$ cat config.mk
export PLATFORM = sky130hd
export DESIGN_NAME = control_unit
export DESIGN_NICKNAME = d
export VERILOG_FILES = /design/src/rtl/control_unit.sv
export SDC_FILE = /design/constraint.sdc
export NUM_CORES = 1
export LEC_CHECK = 0
export ABC_AREA = 0
export CORE_MARGIN = 2
export CORE_UTILIZATION = 50
export DETAILED_ROUTE_END_ITERATION = 10
export GPL_TIMING_DRIVEN = 0
export PLACE_DENSITY = 0.89
export SYNTH_ARGS = -nofsm -noshare
export SYNTH_HDL_FRONTEND = slang
export SYNTH_SLANG_ARGS = --single-unit
$ cat constraint.sdc
create_clock -name clock -period 3.1 [get_ports clock]
set_clock_uncertainty 0.2 [all_clocks]
set_input_delay 0.775 -clock clock [delete_from_list [all_inputs] [get_ports clock]]
set_output_delay 0.775 -clock clock [all_outputs]
set_load 0.03 [all_outputs]
$ cat src/rtl/control_unit.sv
// Multi-cycle control unit for a 16-bit accumulator-less RISC core.
// FETCH/EXEC/LOAD_WB/HALT sequencer; controls decode from the latched IR.
module control_unit (
  input  logic        clock,
  input  logic        reset,
  input  logic [15:0] instr,
  input  logic        zero_flag,
  input  logic        pos_flag,
  output logic [7:0]  pc,
  output logic        rf_write,
  output logic        imm_sel,
  output logic        mem_write,
  output logic        mem_sel,
  output logic [2:0]  rs_addr,
  output logic [2:0]  rt_addr,
  output logic [2:0]  rd_addr,
  output logic [15:0] imm_data,
  output logic [3:0]  alu_sel,
  output logic        halted
);

  typedef enum logic [1:0] {
    S_FETCH,
    S_EXEC,
    S_LOAD_WB,
    S_HALT
  } state_t;

  localparam logic [3:0] OP_ADDI = 4'h8;
  localparam logic [3:0] OP_LD   = 4'h9;
  localparam logic [3:0] OP_ST   = 4'hA;
  localparam logic [3:0] OP_BZ   = 4'hB;
  localparam logic [3:0] OP_BP   = 4'hC;
  localparam logic [3:0] OP_JMP  = 4'hD;
  localparam logic [3:0] OP_HALT = 4'hF;

  state_t      state;
  logic [15:0] ir;
  logic [3:0]  op;
  logic [15:0] sext;
  logic [7:0]  br_target;
  logic        is_rtype;
  logic        is_mem_imm;
  logic        is_branch;
  logic        wr_op;
  logic        taken;

  assign op         = ir[15:12];
  assign sext       = {{10{ir[5]}}, ir[5:0]};
  assign br_target  = pc + sext[7:0];
  assign is_rtype   = ~op[3];
  assign is_mem_imm = (op == OP_ADDI) | (op == OP_LD) | (op == OP_ST);
  assign is_branch  = (op == OP_BZ) | (op == OP_BP);
  assign wr_op      = is_rtype | (op == OP_ADDI);
  assign taken      = ((op == OP_BZ) & zero_flag)
                    | ((op == OP_BP) & pos_flag);

  always_ff @(posedge clock) begin
    if (reset) begin
      state <= S_FETCH;
      pc    <= 8'h00;
      ir    <= 16'h0000;
    end else begin
      unique case (state)
        S_FETCH: begin
          ir    <= instr;
          pc    <= pc + 8'd1;
          state <= S_EXEC;
        end
        S_EXEC: begin
          state <= S_FETCH;
          if (op == OP_LD)
            state <= S_LOAD_WB;
          if (op == OP_HALT)
            state <= S_HALT;
          if (is_branch && taken)
            pc <= br_target;
          if (op == OP_JMP)
            pc <= ir[7:0];
        end
        S_LOAD_WB: state <= S_FETCH;
        S_HALT:    state <= S_HALT;
        default:   state <= S_FETCH;
      endcase
    end
  end

  assign rd_addr = ir[11:9];
  assign rs_addr = ir[8:6];
  assign rt_addr = ir[5:3];

  // Operand controls depend only on IR, so LOAD_WB holds the EXEC address.
  always_comb begin
    alu_sel  = 4'h0;
    imm_sel  = 1'b0;
    imm_data = 16'h0000;
    unique case (1'b1)
      is_rtype:   alu_sel = {1'b0, op[2:0]};
      is_mem_imm: begin
        imm_sel  = 1'b1;
        imm_data = sext;
      end
      is_branch:  imm_sel = 1'b1;
      default:    ;
    endcase
  end

  // Write strobes are masked by reset in the same cycle it is sampled.
  assign rf_write  = ~reset
                   & (((state == S_EXEC) & wr_op)
                   | (state == S_LOAD_WB));
  assign mem_write = ~reset & (state == S_EXEC) & (op == OP_ST);
  assign mem_sel   = (state == S_LOAD_WB);
  assign halted    = (state == S_HALT);

endmodule

* Word-level counts from Yosys, hierarchy flattened
Cells that the tools add are included.
Operators by class: equality and inequality tests 11, $add $sub $neg 2, bitwise logic cells 14, reductions and logical operators 5, mux-type cells 9
Operators with widths (count):
- 4-bit == test (second input constant) | 7
- 16-bit 2-to-1 mux | 1
- 8-bit 2-to-1 mux | 2
- 8-bit one-hot mux with 2 select lines | 1
- 8-bit by 1-bit adder with 8-bit output (second input constant) | 1
- 8-bit adder | 1
- 2-bit one-hot mux with 4 select lines | 1
- 1-bit AND | 6
- 1-bit OR | 6
- 2-bit == test (second input constant) | 2
- 2-bit 2-to-1 mux | 2
- 3-bit 2-to-1 mux | 1
- 3-bit inequality test (second input constant) | 1
- 2-bit by 1-bit == test with 1-bit output (second input constant) | 1
- 2-bit logical NOT | 1
- 1-bit inverter | 2
- 2-bit AND reduction | 1
- 2-bit nonzero test | 1
- 2-bit OR reduction | 1
- 1-bit logical AND | 1
- 1-bit 2-to-1 mux | 1
Storage, ports and cells: bits in registers 26, logic and storage cells 44

* Longest topological paths before layout
depth in word-level cells 7, gate-level depth with buffers 8

* Least setup slack after synthesis
No wires, ideal clock.
path kind input to output, start point input reset, end point output mem_write, buffers on the path 1, cell stages on the path 2, setup slack 0.151 ns, arrival time 1.974 ns, cell sequence clkbuf_1 > nor4_1
Between the ends: longest elaborated chain between the ends 3
RTL lines:
- from (decl) | RTL line 5 | input logic reset,
- 1-bit inverter | RTL line 112 | assign mem_write = ~reset & (state == S_EXEC) & (op == OP_ST);
- 1-bit AND (2 in series) | RTL line 112
- to (decl) | RTL line 12 | output logic mem_write,
Every way passes these cells.

* Final worst setup path
start point register ir[15], end point output imm_data[10]
Between the ends: longest elaborated chain between the ends 4, elaborated cells on any way between the ends 6, those cells by class eq/ne (3); mux (1); bitwise (2)
RTL lines:
- from (decl) | RTL line 38 | logic [15:0] ir;
- from (signal assigned) | RTL line 66 | ir <= instr;
- 4-bit == test | RTL line 52 | assign is_mem_imm = (op == OP_ADDI) | (op == OP_LD) | (op == OP_ST);
- 1-bit OR | RTL line 52
- 1-bit OR * | RTL line 52
- 16-bit 2-to-1 mux * | RTL line 97 | unique case (1'b1)
- to (decl) | RTL line 17 | output logic [15:0] imm_data,
Every way passes the cells marked *; elsewhere a longest branch is shown, timed or not.

==> flow_metrics.env <==
export IMPL_cts_tree="done"
export IMPL_synth_top_area_cell="dfxtp_1"
export IMPL_synth_area_top_cells="dfxtp_1, buf_4, nand2_1, a21oi_1, ha_1"
export IMPL_ctsHtreeMaxLevel=1
export IMPL_synth_top_area_share_pct=27.3
export IMPL_cts_root_buffer="clkbuf_8"
export IMPL_leakage_uw=0.00122
export IMPL_ys_top_cells_by_count="nand2_1, a21oi_1, dfxtp_1"
export IMPL_vias=1935
export IMPL_hold_viol=0
export IMPL_finalWirelength_mm=4.97
export IMPL_grt_ovfl_total=0
export IMPL_synth_cells=248
export IMPL_antenna_found_initial=0
export IMPL_r2r_start="pc[0]$_SDFFE_PP0P_"
export IMPL_critical_path_class="flop to output pin"
export IMPL_hold_path_startpoint="ir[9]$_SDFFE_PP0P_"
export IMPL_antenna_cells=0
export IMPL_dp_hpwl_mm=3.81
export IMPL_placed_area_sq_um=2570
export IMPL_grt_pass1_wl_mm=8.51
export IMPL_initial_core_util_pct=52.2
export IMPL_postCtsSetupRepairBufs=0
export IMPL_grt_pass1_vias=1811
export IMPL_grt_usage_pct=25.0
export IMPL_wl_per_cell_um=13.9
export IMPL_startpoint="ir[15]$_SDFFE_PP0P_"
export IMPL_std_cell_rows=22
export IMPL_via_per_inst=5.41
export IMPL_vdd_drop_max_mv=0.278
export IMPL_area_delta_synth_final_pct=37.2
export IMPL_filler_cell_count=303
export IMPL_ant_nets=0
export IMPL_rsz0062_at_grt="no"
export IMPL_die_h_um=65.8
export IMPL_end_kind="output pin"
export IMPL_cts_hold_buffers=0
export IMPL_die_area_sq_um=4330
export IMPL_syn_area_per_cell_sq_um=7.70
export IMPL_multi_input_area_sq_um=1150
export IMPL_port_buffers=60
export IMPL_pin_count=62
export IMPL_syn_num_nets=277
export IMPL_fmax_mhz=342
export IMPL_ys_seq_area_share_pct=27.3
export IMPL_synth_edff_count=0
export IMPL_die_w_um=65.8
export IMPL_yosys_register_bits=26
export IMPL_drive_above_1_share_pct=14.5
export IMPL_clk_pin_slew_ns=0.09
export IMPL_slew_headroom_pct=64.0
export IMPL_fin_area_sq_um=2620
export IMPL_period_minus_slack_ns=2.92
export IMPL_drc=0
export IMPL_clock_path_buffers=2
export IMPL_async_reset_ff_share_pct=0
export IMPL_seq_area_sq_um=520
export IMPL_arrival_ns=1.95
export IMPL_clkSinkCount=26
export IMPL_gp_congestion=0.850
export IMPL_ys_flop_type="dfxtp_1"
export IMPL_max_slew_worst_pin_slew_ns=0.538
export IMPL_synth_most_common_cell="nand2_1"
export IMPL_final_nets=341
export IMPL_min_path_type="flop to flop"
export IMPL_yosysUniqueCellTypes=54
export IMPL_clk_latency_ns=0.27
export IMPL_min_period_over_period_pct=94.2
export IMPL_drt_iter0_markers=82
export IMPL_firstDrtPassIters=4
export IMPL_status="completed"
export IMPL_p_per_area_nw_per_um2=339
export IMPL_cp_required_ns=2.12
export IMPL_cp_start_kind="flop"
export IMPL_path_max_fanout=11
export IMPL_setup_tns_ns=0
export IMPL_max_cap_violations=0
export IMPL_cts_buffers=3
export IMPL_core_sq_um=3660
export IMPL_netlist_area_sq_um=1910
export IMPL_power_uw=888
export IMPL_ys_warn_count=0
export IMPL_setup_viol=0
export IMPL_slew_viol_final=0
export IMPL_grt_max_degree=14
cell families (layout without fill, tap and decap cells):
| kind of cell | count (synthesis) | in the layout | share of synthesized area [%] |
|---|---|---|---|
| muxes | 5 | 5 | 2.69 |
| AOI/OAI and AO/OA | 64 | 64 | 23.1 |
| other | 1 | 1 | 0.196 |
| adders and majority gates | 9 | 9 | 6.29 |
| and+or+nand+nor | 96 | 96 | 25.4 |
| xor gates and xnor gates | 4 | 4 | 1.84 |
| DFF | 26 | 26 | 27.3 |
| buffers and inverters | 43 | 105 | 13.2 |
power by group:
group,switching (uW),internal [uW]
sequential,27.8,357
combinational,173,140
clock,103,87.1
placed cells by master, fill, tap and decap left out, types with 8 or more instances in the layout:
| cell type | netlist | layout |
|---|---|---|
| clkdlybuf4s50_1 | 0 | 41 |
| nand2_1 | 37 | 37 |
| dfxtp_1 | 26 | 26 |
| a21oi_1 | 26 | 25 |
| buf_4 | 20 | 20 |
| nor2_1 | 14 | 14 |
| dlygate4sd2_1 | 0 | 11 |
| inv_1 | 9 | 9 |
| o21ai_0 | 8 | 8 |
| nand3_1 | 8 | 8 |
| ha_1 | 8 | 8 |
per-layer routing:
layer / share of wire (%) / global-route usage, % / up-vias / wire length (um)
met1: 41 / 30.0 / 884 / 2030
li1: - / - / 976 / -
met5: 0 / 0 / - / 0
met2: 51 / 44.7 / 68 / 2540
met4: 1.6 / 7.81 / 0 / 79
met3: 6.4 / 4.77 / 7 / 320
state kept, by name, indices dropped and copies added, names as in the netlist:
| name | cells |
|---|---|
| ir | 16 |
| pc | 8 |
| state | 2 |
critical path, stage by stage, from the launching register on:
cell and delay [ns]:
dfxtp_1 0.36, buf_2 0.22, nand2b_1 0.13, a21oi_4 0.21
and2_4 0.24, buf_4 0.12, dlygate4sd2_1 0.39
through the flow:
stage	setup WS, ns	hold WS, ns	util, %	cells
after global routing	0.0383	0.281	71.6	358
after global placement	-0.693	0.243	70.2	356
after detailed placement	-0.704	0.250	70.2	356
final	0.179	0.262	71.6	358
after CTS	-0.110	0.263	71.0	358
after floorplan	0.151	0.237	-	248
timing repair:
action                                  in CTS  in global routing
resized for setup                           16                 14
gates cloned                                 0                  0
endpoints found under the setup margin      18                 16
hold endpoints to repair                     0                  0
final timing paths:
| kind | slack, ns | endpoint | depth (start not counted) |
|---|---|---|---|
| max | 0.18 | imm_data[10] | 6 |
| min | 0.26 | ir[9]$_SDFFE_PP0P_ | 2 |
| max reg2reg | 0.74 | pc[6]$_SDFFE_PP0P_ | 8 |
| min reg2reg | 0.26 | ir[9]$_SDFFE_PP0P_ | 2 |
layout make-up:
cell class / instances / area share, %
sequential: 26 / 19.9
multi-input combinational: 179 / 43.9
tap: 48 / 2.29
clock buffer: 3 / 1.58
inverter: 9 / 1.29
timing repair buffer: 60 / 22.8
buffer: 33 / 8.31
No activity file was read; power rests on OpenSTA's default activity.
